## src/rtl/tge_tx_arb_pkg.sv

```systemverilog
// Shared types and helpers for the gbe0 TX packet arbiter.
// Holds the FSM state encoding, destination field widths and the round-robin step.
package tge_tx_arb_pkg;

  localparam int IP_W   = 32;
  localparam int PORT_W = 16;

  typedef enum logic [1:0] {
    IDLE   = 2'd0,
    STREAM = 2'd1,
    DRAIN  = 2'd2
  } arb_state_t;

  // Index following idx, wrapping n-1 back to 0.
  function automatic int rr_next_idx(input int idx, input int n);
    return (idx + 1 >= n) ? 0 : idx + 1;
  endfunction

endpackage

```

## src/rtl/tge_rr_pick.sv

```systemverilog
// Combinational round-robin picker: returns the first requester at or after ptr,
// wrapping N-1 -> 0, plus a flag telling whether any request is present.
module tge_rr_pick #(
  parameter int N     = 4,
  parameter int PTR_W = $clog2(N)
) (
  input  logic [N-1:0]     req,
  input  logic [PTR_W-1:0] ptr,
  output logic [PTR_W-1:0] grant,
  output logic             any
);

  logic [PTR_W-1:0] idx;

  always_comb begin
    grant = '0;
    any   = 1'b0;
    idx   = '0;
    for (int k = 0; k < N; k++) begin
      idx = PTR_W'((int'(ptr) + k) % N);
      if (!any && req[idx]) begin
        any   = 1'b1;
        grant = idx;
      end
    end
  end

endmodule

```

## src/rtl/tge_tx_arbiter.sv

```systemverilog
// Whole-packet round-robin arbiter feeding the gbe0 TX core, with TX beat/packet counters.
// Define TGE_TX_ARB_MAXLEN_EN to truncate packets longer than MAX_BEATS and drain their tail.
module tge_tx_arbiter
  import tge_tx_arb_pkg::*;
#(
  parameter int N_SRC     = 4,
  parameter int DATA_W    = 64,
  parameter int MAX_BEATS = 1024
) (
  input  logic                       user_clk,
  input  logic                       user_rst,
  input  logic                       enable,
  input  logic                       cnt_rst,
  input  logic [N_SRC-1:0]           src_valid,
  input  logic [N_SRC*DATA_W-1:0]    src_data,
  input  logic [N_SRC-1:0]           src_eof,
  input  logic [N_SRC*IP_W-1:0]      src_dest_ip,
  input  logic [N_SRC*PORT_W-1:0]    src_dest_port,
  output logic [N_SRC-1:0]           src_ready,
  output logic [DATA_W-1:0]          tx_data,
  output logic                       tx_valid,
  output logic                       tx_end_of_frame,
  output logic [IP_W-1:0]            tx_dest_ip,
  output logic [PORT_W-1:0]          tx_dest_port,
  input  logic                       tx_afull,
  output logic [31:0]                txvld_count,
  output logic [31:0]                txpkt_count,
  output logic [15:0]                trunc_count,
  output arb_state_t                 state_dbg,
  output logic [$clog2(N_SRC)-1:0]   ptr_dbg
);

  localparam int PTR_W  = $clog2(N_SRC);
  localparam int BEAT_W = $clog2(MAX_BEATS + 1);
`ifdef TGE_TX_ARB_MAXLEN_EN
  localparam bit MAXLEN_EN = 1'b1;
`else
  localparam bit MAXLEN_EN = 1'b0;
`endif

  arb_state_t        state;
  logic [PTR_W-1:0]  ptr;
  logic [PTR_W-1:0]  g;
  logic [PTR_W-1:0]  pick;
  logic              pick_any;
  logic [BEAT_W-1:0] beat_cnt;
  logic [15:0]       trunc_q;
  logic              accept;
  logic              last_beat;
  logic              at_limit;
  logic              trunc_evt;
  logic [DATA_W-1:0] g_data;
  logic [PTR_W-1:0]  g_next;

  tge_rr_pick #(.N(N_SRC), .PTR_W(PTR_W)) u_pick (
    .req   (src_valid),
    .ptr   (ptr),
    .grant (pick),
    .any   (pick_any)
  );

  // Handshake: a source beat moves when src_valid[i] && src_ready[i] at a rising edge;
  // only the granted source ever sees ready, and it never waits on its own valid.
  always_comb begin
    src_ready = '0;
    if (state == STREAM) src_ready[g] = !tx_afull;
    else if (state == DRAIN) src_ready[g] = 1'b1;
  end

  assign accept    = src_valid[g] & src_ready[g];
  assign last_beat = src_eof[g];
  assign at_limit  = MAXLEN_EN && (beat_cnt == BEAT_W'(MAX_BEATS - 1));
  assign trunc_evt = (state == STREAM) && accept && !last_beat && at_limit;
  assign g_data    = src_data[int'(g)*DATA_W +: DATA_W];
  assign g_next    = PTR_W'(rr_next_idx(int'(g), N_SRC));

  always_ff @(posedge user_clk) begin
    if (user_rst) begin
      state           <= IDLE;
      ptr             <= '0;
      g               <= '0;
      beat_cnt        <= '0;
      tx_data         <= '0;
      tx_valid        <= 1'b0;
      tx_end_of_frame <= 1'b0;
      tx_dest_ip      <= '0;
      tx_dest_port    <= '0;
    end else begin
      tx_valid        <= 1'b0;
      tx_end_of_frame <= 1'b0;
      case (state)
        IDLE: begin
          if (enable && pick_any) begin
            g            <= pick;
            tx_dest_ip   <= src_dest_ip[int'(pick)*IP_W +: IP_W];
            tx_dest_port <= src_dest_port[int'(pick)*PORT_W +: PORT_W];
            beat_cnt     <= '0;
            state        <= STREAM;
          end
        end
        STREAM: begin
          if (accept) begin
            tx_data  <= g_data;
            tx_valid <= 1'b1;
            beat_cnt <= beat_cnt + 1'b1;
            if (last_beat) begin
              tx_end_of_frame <= 1'b1;
              ptr             <= g_next;
              state           <= IDLE;
            end else if (at_limit) begin
              // Over-long packet: close it on the wire, swallow the rest.
              tx_end_of_frame <= 1'b1;
              state           <= DRAIN;
            end
          end
        end
        DRAIN: begin
          if (accept && last_beat) begin
            ptr   <= g_next;
            state <= IDLE;
          end
        end
        default: state <= IDLE;
      endcase
    end
  end

  always_ff @(posedge user_clk) begin
    if (user_rst || cnt_rst) begin
      txvld_count <= '0;
      txpkt_count <= '0;
      trunc_q     <= '0;
    end else begin
      if (tx_valid) txvld_count <= txvld_count + 32'd1;
      if (tx_valid && tx_end_of_frame) txpkt_count <= txpkt_count + 32'd1;
      if (trunc_evt && trunc_q != 16'hFFFF) trunc_q <= trunc_q + 16'd1;
    end
  end

  assign trunc_count = trunc_q;
  assign state_dbg   = state;
  assign ptr_dbg     = ptr;

endmodule

```

## config.mk

```make
export PLATFORM = sky130hd
export DESIGN_NAME = tge_tx_arbiter
export DESIGN_NICKNAME = d
export VERILOG_FILES = /design/src/rtl/tge_tx_arb_pkg.sv /design/src/rtl/tge_rr_pick.sv /design/src/rtl/tge_tx_arbiter.sv
export SDC_FILE = /design/constraint.sdc
export NUM_CORES = 1
export LEC_CHECK = 0
export ABC_AREA = 1
export BUFFER_PORTS_ARGS = -buffer_cell sky130_fd_sc_hd__buf_2
export CAP_MARGIN = 20
export CORE_AREA = 2 2 258 260
export CTS_CLUSTER_DIAMETER = 40
export DETAILED_ROUTE_END_ITERATION = 10
export DIE_AREA = 0 0 260 262
export MAX_ROUTING_LAYER = met4
export PLACE_DENSITY = 0.45
export SETUP_SLACK_MARGIN = 0.3
export SYNTH_ARGS = -nofsm -noshare
export SYNTH_HDL_FRONTEND = slang
export SYNTH_SLANG_ARGS = --single-unit
```

## constraint.sdc

```tcl
create_clock -name user_clk -period 4 [get_ports user_clk]
set_input_delay 0.4 -clock user_clk [delete_from_list [all_inputs] [get_ports user_clk]]
set_output_delay 0.4 -clock user_clk [all_outputs]
set_load 0.005 [all_outputs]
```

Yosys cells after proc, flatten, opt, wreduce, memory -nomap -nowiden
Cells that the tools add are included.

word-level totals
  register bits after elaboration = 184
  bits of input ports = 461
  output and inout bits = 202

operators by class
  $add $sub $neg = 6
  magnitude comparators = 7
  equal/unequal tests = 6
  shift operators = 3
  muxes and demuxes = 38
  bitwise operators = 4
  reductions and logical operators = 20

operators with widths
  kind                     count
  $shiftx A256 B9 Y64      1
  $shiftx A128 B8 Y32      1
  $add A32 B1 Y32 const B  2
  $shiftx A64 B7 Y16       1
  $mux W2                  12
  $lt A2 B3 Y1 const B     5
  $bmux W1 S2              7
  $mux W1                  14
  $mux W4                  2
  $reduce_and A4 Y1        2
  $logic_and A1 B1 Y1      7
  $ne A2 B2 Y1 const B     3
  $pmux W2 S3              1
  $add A2 B2 Y2 const B    2
  $and A4 B4 Y4            1
  $logic_not A1 Y1         4
  $pmux W2 S2              1
  $reduce_and A2 Y1        2
  $add A2 B1 Y3 const B    1
  $ge A3 B3 Y1 const B     1
  $reduce_or A3 Y1         1
  $add A2 B1 Y2 const B    1
  $demux W1 S2             1
  $eq A2 B1 Y1 const B     1
  other kinds (9)          10

Longest topological paths before layout
Gate-level depths: netlist (run 1).

  depth after elaboration = 15
  gate-level depth with buffers = 18
  gate-level depth less buffers = 15

By module
From an unflattened synthesis (run 1), not the netlist that was laid out.

second synthesis, totals
  cells, all modules = 1,839
  area total of the unflattened synthesis = 11,342.1 µm²

by module, submodules not included
  module          instances  cells an instance  area each (µm²)  seq. area each (µm²)
  tge_tx_arbiter  1          1,780              11,023.1         3,663.5
  tge_rr_pick     1          59                 319.1            0.0

Worst setup path after synthesis (run 1)
No wires, ideal clock.

  path type = register to register
  from = register g[0]
  to = register tx_data[35]
  data arrival time = 2.495 ns
  required time = 3.863 ns
  setup slack = 1.369 ns
  stages on the path, launching flop included = 16
  period minus slack after synthesis = 2.631 ns
  cell sequence = dfxtp_1 > clkbuf_1 > inv_1 > buf_2 > clkbuf_1 > clkbuf_1 > ha_1 > inv_1 > nor2_1 > nand3_1 > nand3_1 > nand2_1 > inv_2 > buf_2 > clkbuf_1 > a31oi_1

on the way
  word-level cells in the longest chain between the ends = 10
  elaborated cells on any way between the ends = 15
  classes of those cells = order compare: 2; shift: 1; mux: 8; bitwise: 2; reduce/logical: 2

ends and longest elaborated chain
  element                                                             line                                        source
  from (decl)                                                         tge_tx_arbiter.sv:43                        logic [PTR_W-1:0] g;
  from (signal assigned)                                              tge_tx_arbiter.sv:94                        g <= pick;
  $lt A2 B3 Y1 (implied by the code) or $ge A2 B1 Y1 (tied branches)  tge_tx_arbiter.sv:66, tge_tx_arbiter.sv:67
  $logic_and A1 B1 Y1 (implied by the code)                           tge_tx_arbiter.sv:66, tge_tx_arbiter.sv:67
  $mux W1 (implied by the code)                                       tge_tx_arbiter.sv:66, tge_tx_arbiter.sv:67
  $demux W1 S2 (*)                                                    tge_tx_arbiter.sv:66, tge_tx_arbiter.sv:67
  $mux W4 or $and A4 B4 Y4 (tied branches)                            -
  $mux W4 (*)                                                         tge_tx_arbiter.sv:66                        if (state == STREAM) src_ready[g] = !tx_afull;
  via src_ready[2]                                                    tge_tx_arbiter.sv:19                        output logic [N_SRC-1:0] src_ready,
  $bmux W1 S2 (*)                                                     tge_tx_arbiter.sv:70                        assign accept = src_valid[g] & src_ready[g];
  $mux W1 (implied by the code) (*)                                   tge_tx_arbiter.sv:70
  $and A1 B1 Y1 (*)                                                   tge_tx_arbiter.sv:70
  $reduce_and A2 Y1 (no source line) (*)                              -
  to (signal assigned)                                                tge_tx_arbiter.sv:103                       tx_data <= g_data;
  to (decl)                                                           tge_tx_arbiter.sv:20                        output logic [DATA_W-1:0] tx_data,

Mark *: on every way through the listed nets, which the timed path passes. The rest lies on a longest branch. The select of a mux whose other input is x is not followed.
A chain may end at the register's enable or synchronous reset.

Final worst setup path (run 1)
  from = register ptr[0] (netlist: ptr_dbg[0])
  to = register tx_dest_port[0]

on the way
  word-level cells in the longest chain between the ends = 14
  elaborated cells on any way between the ends = 28
  classes of those cells = add/sub: 3; shift: 1; mux: 16; reduce/logical: 8

ends and longest elaborated chain
  element                                                 line                   source
  from (decl)                                             tge_tx_arbiter.sv:42   logic [PTR_W-1:0] ptr;
  from (signal assigned)                                  tge_tx_arbiter.sv:108  ptr <= g_next;
  from (signal assigned)                                  tge_tx_arbiter.sv:119  ptr <= g_next;
  branches (longest 14 deep; another with $add A2 B1 Y2)  -
  to (signal assigned)                                    tge_tx_arbiter.sv:96   tx_dest_port <= src_dest_port[int'(pick)*PORT_W +: PORT_W];
  to (decl)                                               tge_tx_arbiter.sv:24   output logic [PORT_W-1:0] tx_dest_port,

Several ways; the timed one is not identified. The select of a mux whose other input is x is not followed.

==> reports/qor.csv, run 1 <==
metric,value,unit
outcome,completed,
path_clk_slew,80,ps
finalPower,6300,µW
slew_headroom,43.4,%
die_x,260,µm
cts_resized,0,
seq_area,0.00367,mm²
hold_start,enable,
yosysMostFrequentCell,nand2_1,
place.gp.congestion,0.921,
design.core.area,0.0653,mm²
period_minus_slack,3200,ps
cap_violations,0,
io_pins,663,
critical_path_class,flip-flop to flip-flop,
synthArstFlopShare,0,%
yosys.area.top_type,dfxtp_1,
num_rows,94,
critPathArrivalTime,3590,ps
first_global_vias,13800,
synthTopCellsByCount,"nand2_1 (372), nor2_1 (362), o21ai_0 (234), inv_1 (189), dfxtp_1 (183)",
wl,59000,µm
ys_warn_count,0,
leakage,0.00820,µW
finalSetupViolations,0,
fill_cells,7608,
cts_made_buffers,17,
syn2layout_area_growth,39.2,%
power.density,389,mW/mm²
drive_above_1_share,29.6,%
startpoint,ptr_dbg[0],
netlist.area_leader.share,31.5,%
crit_fanout,27,
io_buffers,645,
clockRootBuffer,clkbuf_16,
synth_edf_count,0,
cp-end-kind,flip-flop,
die_y,262,µm
grt_first_pass_wirelength,84400,µm
required,4380,ps
cts.sinks,183,
syn_area,0.0116,mm²
vias_per_cell,4.29,
hold_viol,0,
irDropWorstVdd,249,µV
rr_startpoint,ptr_dbg[0],
max_freq,312,MHz
ys_ff_latch,183,
synth_area_leaders,"dfxtp_1 (31%), nand2_1 (12%), nor2_1 (12%)",
finClkSkew,8.70,ps
drt_iter0_markers,864,
nets,2936,
min_path_type,input pin to flip-flop,
start_kind,flip-flop,
clkLatencyLatePin,490,ps
first_pass_iters,5,
cts_hold_buffers,0,
slew_violations,0,
wl_per_cell,17.6,µm
synth-seq-area-share,31.5,%
overflow,0,
antenna_found_initial,21,
cts_tree,yes,
grt_usage,17.2,%
avgSynthCellArea,6.09,µm²
num_vias,14400,
tns,0,ps
tightest_slew,849,ps
rsz0062_at_grt,false,
ys_types,42,
post_cts_buffers,0,
htree_num_levels,4,
synthCells,1911,
multi_input_area,0.00664,mm²
detailed_place_hpwl,46000,µm
cts_buffer_depth,2,
initial_core_util,17.8,%
finalCritPeriodShare,80.1,%
grt_max_degree,131,
die_area,0.0681,mm²
route.detailed.drc,0,
synthFlopType,dfxtp_1,
ant_nets,0,
-- cells by family after synthesis --
logic type	Yosys count	synth area share [%]
buffers and inverters	340	12.3
AND/OR/NAND/NOR	976	35.8
adder cells (fa/ha/maj)	7	0.752
flip-flops	183	31.5
AO/OA/AOI/OAI	390	18.6
XOR/XNOR	14	1.05
other	1	0.0322
-- power by group --
group | internal (µW) | total [µW] | switching, µW
clock | 949 | 1820 | 875
combinational | 818 | 2320 | 1510
sequential | 2030 | 2150 | 122
total | 3790 | 6300 | 2500
-- stage by stage --
stage	hold WS (ps)	area [µm²]	setup slack (ps)	utilization [%]	instances
final	216	16200	797	24.8	3358
after floorplan	455	11700	1370	-	1927
after global placement	458	15600	765	23.8	3312
after detailed placement	456	15600	687	23.8	3312
after CTS	167	16100	651	24.7	3343
after global routing	190	16200	311	24.8	3357
-- final cells by class --
| class | instances | share of cell area, % |
|---|---|---|
| diodes | 14 | 0.216 |
| clock buffers | 20 | 2.76 |
| clock inverters | 11 | 0.857 |
| inverters | 196 | 4.59 |
| multi-input cells | 1404 | 41.0 |
| flip-flops and latches | 183 | 22.6 |
| well taps | 864 | 6.67 |
| repair buffers | 666 | 21.3 |
-- flip-flops by register name, summed over array words and instances (netlist names), 2 cells and up --
signal        flops
tx_data          64
tx_dest_ip       32
txpkt_count      32
txvld_count      32
tx_dest_port     16
g                 2
ptr_dbg           2
-- layout by cell type, fill, tap and decap left out, types with 15 or more instances in the layout --
cell type,instances
a31oi_1,69
a21oi_1,30
o21ai_0,234
inv_1,186
nand2_1,371
nor3_1,23
conb_1,17
buf_2,645
o21a_1,31
clkbuf_16,17
dfxtp_1,181
nor2_1,361
o21ai_1,15
nand4_1,87
nand3_1,101
buf_4,16
-- per-layer routing --
| layer | track usage (%) | up-vias | wire (µm) |
|---|---|---|---|
| li1 | - | 7365 | - |
| met1 | 19.4 | 6443 | 24000 |
| met2 | 29.0 | 528 | 29000 |
| met3 | 3.95 | 78 | 3810 |
| met4 | 7.38 | 0 | 2220 |
| met5 | - | - | 0 |
-- critical path, stage by stage (launching register included) --
cell     delay [ps]
dfxtp_1         630
inv_4           130
nand2_1         100
nand2_2          90
nand2_1         100
inv_2            40
nor2_1          170
nand3_4         290
nand3_4         410
inv_2            60
nand2_1         380
inv_2           340
nand2_1         150
nand3_1          70
nand2_1          60
inv_1            40
-- worst paths after layout --
kind	to	slack, ps	cells after the start
worst min register to register	txvld_count[31]	470	2
worst max-delay path	tx_dest_port[0]	800	15
worst max register to register	tx_dest_port[0]	800	15
worst min-delay path	state_dbg[0]	220	3
Power figures use the tool's default switching activity.
==> inputs of run 2 (changes only) <==
ABC_AREA = 0   (was 1)
CORE_AREA = 2 2 256 258   (was 2 2 258 260)
DIE_AREA = 0 0 258 260   (was 0 0 260 262)
clock period = 2.9 ns   (was 4 ns; I/O delays follow)
==> reports/qor.csv, run 2 <==
metric,value,unit,change
outcome,completed,,
drt_iter0_markers,661,,-23%
cts_hold_buffers,0,,unchanged
place.gp.congestion,0.952,,+3.4%
cpMaxStageDelayCell,a2111oi_1,,
critPathArrivalTime,2730,ps,-860 ps
path_clk_slew,80,ps,about the same
htree_num_levels,4,,unchanged
dp.cells,2576,,-22%
ys_ff_latch,183,,unchanged
whs,123,ps,-93.0 ps
finalCritPeriodShare,82.7,%,+2.6 points
ys_types,48,,+14%
cts.sinks,183,,unchanged
synth_area_leaders,"dfxtp_1 (36%), mux4_2 (14%), nand2_1 (7.1%)",,
grt_first_pass_wirelength,72700,µm,-14%
wl_per_cell,18.8,µm,+6.8%
start_kind,flip-flop,,
path_buf_inv,2,,-3
finClkSkew,7.17,ps,-1.53 ps
layout_commonest_cell,buf_2,,
synthTopCellsByCount,"nand2_1 (194), dfxtp_1 (183), a21oi_1 (76), nor2_1 (75), clkbuf_1 (67)",,
route.detailed.drc,0,,unchanged
power.density,423,mW/mm²,+8.9%
die_x,258,µm,-0.77%
max_stage_delay,710,ps,+80 ps
crit_chain,"inv_1, a221o_2, and2_2, buf_4, a2111oi_1, nor4_1",,
required,3230,ps,-1150 ps
leakage,0.00649,µW,-21%
slew_headroom,51.2,%,+7.8 points
overflow,0,,unchanged
yosys.area.top_type,dfxtp_1,,
critical_path_class,flip-flop to flip-flop,,
dr_wl_met3,3690,µm,-3.1%
synthXorXnorAreaFrac,4.62,%,+3.6 points
top_register,tx_data,,
num_rows,93,,-1.1%
synthFlopType,dfxtp_1,,
syn2layout_area_growth,46.7,%,
drive_above_1_share,44.4,%,+15 points
netlist.area_leader.share,35.8,%,+4.3 points
route.met2.wl,23800,µm,-18%
critical-path-top-delay-family,compound AO/OA/AOI/OAI gates,,
irDropWorstVdd,388,µV,+56%
hold_viol,0,,unchanged
antenna_found_initial,12,,-43%
io_pins,663,,unchanged
clockRootBuffer,clkbuf_16,,
cts_tree,yes,,
top_layer_used,met4,,
first_pass_iters,6,,+1
rsz0062_at_grt,false,,
cap_violations,0,,unchanged
yosysMostFrequentCell,nand2_1,,
synth_edf_count,0,,unchanged
yosys.area_share.simple,21.0,%,-15 points
tightest_slew,730,ps,-119 ps
final_core_util,23.4,%,-1.4 points
die_area,0.0671,mm²,-1.5%
synthCells,1152,,-40%
grt_usage,14.7,%,-2.4 points
avgSynthCellArea,8.89,µm²,+46%
ant_nets,0,,unchanged
detailed_place_hpwl,39000,µm,-15%
first_global_vias,11500,,-17%
layout.cells.non_filler,2617,,-22%
wl,49100,µm,-17%
vias_per_cell,4.27,,-0.50%
slew_violations,0,,unchanged
ys_warn_count,0,,unchanged
nets,2208,,-25%
cp-end-kind,flip-flop,,
io_buffers,645,,unchanged
final_cell_mix,"buf_2 (644), nand2_1 (194), dfxtp_1 (181), a21oi_1 (76), nor2_1 (75)",,
cts_made_buffers,17,,unchanged
crit_fanout,20,,-26%
min_path_type,input pin to flip-flop,,
synthMuxAreaShare,18.2,%,+18 points
design.core.area,0.0641,mm²,-1.8%
cts_buffer_depth,2,,unchanged
synth-seq-area-share,35.8,%,+4.3 points
period_minus_slack,2400,ps,-805 ps
initial_core_util,16.0,%,-1.9 points
synth_top_family_by_area,simple AND/OR/NAND/NOR gates,,
clkLatencyLatePin,480,ps,about the same
synth-adder-area-share,0.856,%,+0.10 points
max_freq,417,MHz,+34%
tns,0,ps,unchanged
die_y,260,µm,-0.76%
synthArstFlopShare,0,%,unchanged
grt_max_degree,76,,-42%
largest_reg_flops,64,,unchanged
wl_met1,21100,µm,-12%
num_vias,11200,,-22%
synth-compound-area-share,14.0,%,-4.6 points
finalSetupViolations,0,,unchanged
syn_area,0.0102,mm²,-12%
-- run 2: worst reg2reg max path, stage by stage, from the launching register on --
cell       delay, ps
dfxtp_1          440
inv_1            110
a221o_2          420
and2_2           220
buf_4            220
a2111oi_1        720
nor4_1           140
-- run 2: layout make-up --
type / count / area (µm²)
fillers: 7115 / 49100
multi-input cells: 859 / 6100
flip-flops and latches: 183 / 3670
repair buffers: 668 / 3500
well taps: 855 / 1070
clock buffers: 17 / 425
clock inverters: 15 / 183
inverters: 11 / 41.3
diodes: 9 / 22.5
-- run 2: worst paths after layout --
kind	cells past startpoint	endpoint	from	slack (ps)
min reg2reg	2	tx_data[35]	tx_data[35]	450
max reg2reg	6	tx_dest_ip[16]	ptr_dbg[0]	500
max	6	tx_dest_ip[16]	ptr_dbg[0]	500
min	3	tx_dest_ip[4]	src_dest_ip[68]	120
-- run 2: repair_timing --
item / CTS / global route
resized for setup: 0 / 1
setup endpoints to repair: 0 / 1
hold endpoints to repair: 0 / 0
buffers inserted: 0 / 0
-- run 2: layer usage --
layer	track usage, %	vias up
met5	-	-
met4	3.81	0
met3	4.11	24
met2	23.9	427
met1	18.0	5387
li1	-	5339
-- run 2: logic make-up after synthesis --
group	after synthesis
flip-flops	183
other	1
AO/OA/AOI/OAI	226
AND/OR/NAND/NOR	450
adder cells (fa/ha/maj)	7
multiplexers	105
buffers and inverters	126
XOR/XNOR	54
-- run 2: through the flow --
stage,setup slack [ps],total power (µW),cell area [µm²]
after global routing,389,6700,15000
after CTS,322,6520,15000
final,501,6360,15000
after global placement,389,3890,14400
after floorplan,331,3270,10300
after detailed placement,330,3890,14400
-- run 2: where the power goes --
group / total, µW / switching (µW) / leakage (µW) / internal, µW
logic: 1150 / 575 / 0.00471 / 580
clock network: 2540 / 1230 / 0.000296 / 1310
registers: 2660 / 60.2 / 0.00149 / 2600
==> inputs of run 3 (changes only) <==
ABC_AREA = 1   (was 0)
CORE_AREA = 2 2 262 264   (was 2 2 256 258)
DIE_AREA = 0 0 264 266   (was 0 0 258 260)
PLACE_DENSITY = 0.44   (was 0.45)
clock period = 2.27 ns   (was 2.9 ns; I/O delays follow)
==> reports/qor.csv, run 3 (synthesis gave the netlist of run 1 again) <==
metric,value,unit,change
irDropWorstVdd,477,µV,+23%
ant_nets,0,,unchanged
leakage,0.00911,µW,+40%
top_register,tx_data,,
place.gp.congestion,0.893,,-6.2%
max_freq,483,MHz,+16%
crit_fanout,9,,-55%
critical_path_class,flip-flop to flip-flop,,
seq_area,0.00369,mm²,+0.51%
start_kind,flip-flop,,
final_cell_mix,"buf_2 (645), nor2_1 (342), nand2_1 (336), inv_1 (180), dfxtp_1 (170)",,
final_core_util,26.9,%,+3.5 points
htree_num_levels,4,,unchanged
outcome,completed,,
num_rows,96,,+3.2%
drive_above_1_share,36.1,%,-8.3 points
critPathArrivalTime,2500,ps,-230 ps
design.core.area,0.0677,mm²,+5.7%
wl_per_cell,19.1,µm,+2.0%
multi_input_area,0.00704,mm²,+15%
whs,50.8,ps,-72.0 ps
finalSetupViolations,0,,unchanged
clockRootBuffer,clkbuf_16,,
layout_commonest_cell,buf_2,,
first_global_vias,14600,,+27%
cp-end-kind,flip-flop,,
num_vias,15200,,+36%
cts.sinks,183,,unchanged
path_clk_slew,80,ps,about the same
cts_made_buffers,17,,unchanged
power.density,701,mW/mm²,+66%
tightest_slew,633,ps,-97.4 ps
die_area,0.0702,mm²,+4.7%
pre_cts_ws,-71.3,ps,-402 ps
first_pass_iters,5,,-1
required,2700,ps,-530 ps
vias_per_cell,4.37,,+2.4%
detailed_place_hpwl,48300,µm,+24%
wl,66600,µm,+36%
io_buffers,645,,unchanged
slew_headroom,57.8,%,+6.6 points
die_y,266,µm,+2.3%
cap_violations,0,,unchanged
drt_iter0_markers,812,,+23%
die_x,264,µm,+2.3%
period_minus_slack,2070,ps,-329 ps
rsz0062_at_grt,true,,
route.detailed.drc,0,,unchanged
grt_max_degree,80,,+5.3%
io_pins,663,,unchanged
finClkSkew,13.0,ps,+5.83 ps
dp.cells,3374,,+31%
syn2layout_area_growth,56.5,%,
fill_cells,7780,,+9.3%
initial_core_util,17.2,%,+1.2 points
nets,3043,,+38%
largest_reg_flops,64,,unchanged
slew_violations,0,,unchanged
cts_buffer_depth,2,,unchanged
setup_ws,201,ps,-301 ps
layout.cells.non_filler,3480,,+33%
overflow,0,,unchanged
finalCritPeriodShare,91.2,%,+8.4 points
cts_tree,yes,,
hold_viol,0,,unchanged
clkLatencyLatePin,490,ps,about the same
grt_first_pass_wirelength,92100,µm,+27%
min_path_type,input pin to flip-flop,,
grt_usage,18.1,%,+3.3 points
antenna_found_initial,15,,+3
tns,0,ps,unchanged
run 3: metrics by stage:
step	area, µm²	total power, µW
floorplan	11900	6410
global placement	16100	8390
detailed placement	16100	8360
CTS	17400	12400
global route	18200	13600
finish	18200	12800
run 3: path summary, 6_finish.rpt:
check	depth (start not counted)	from	slack (ps)	endpoint
max reg2reg	16	ptr_dbg[1]	200	tx_dest_port[5]
min reg2reg	2	txvld_count[31]	480	txvld_count[31]
max	16	ptr_dbg[1]	200	tx_dest_port[5]
min	3	src_data[104]	50	tx_data[40]
run 3: final cells by class:
class,count,share of cell area [%]
tap,882,6.06
antenna,11,0.151
clock inverter,13,0.735
timing repair buffer,773,27.6
multi-input combinational,1404,38.6
sequential,183,20.3
clock buffer,18,2.36
inverter,196,4.24
run 3: layer usage:
metal	track usage, %	part of all wire [%]
met1	20.1	41
met2	31.8	51
met3	4.17	5.7
met4	6.08	2.8
met5	-	0
run 3: power by group:
part	total (µW)	internal, µW	switching (µW)	leakage (µW)
clock	3170	1550	1630	0.000274
combinational	5810	2500	3300	0.00733
sequential	3800	3580	227	0.00150
total	12800	7630	5150	0.00911
run 3: worst max-delay path, stage by stage (launching register included):
cell,delay [ps]
dfxtp_4,410
inv_4,60
nand2_2,90
nand2_4,80
nand2_4,80
nand2_2,60
nor2_4,160
nand3_4,140
nand3_4,180
buf_12,180
clkbuf_16,170
nand2_1,60
nand2_2,100
nand2_1,60
nand3_1,70
nand2_1,50
inv_1,50
run 3: repair_timing:
| item | CTS | global route |
|---|---|---|
| resized for setup | 49 | 117 |
| hold buffers | 11 | 0 |
| endpoints found under the hold margin | 10 | 0 |
| cloned | 8 | 13 |
| setup endpoints to repair | 116 | 130 |
| pin swaps | 8 | 43 |
| setup buffers | 14 | 18 |
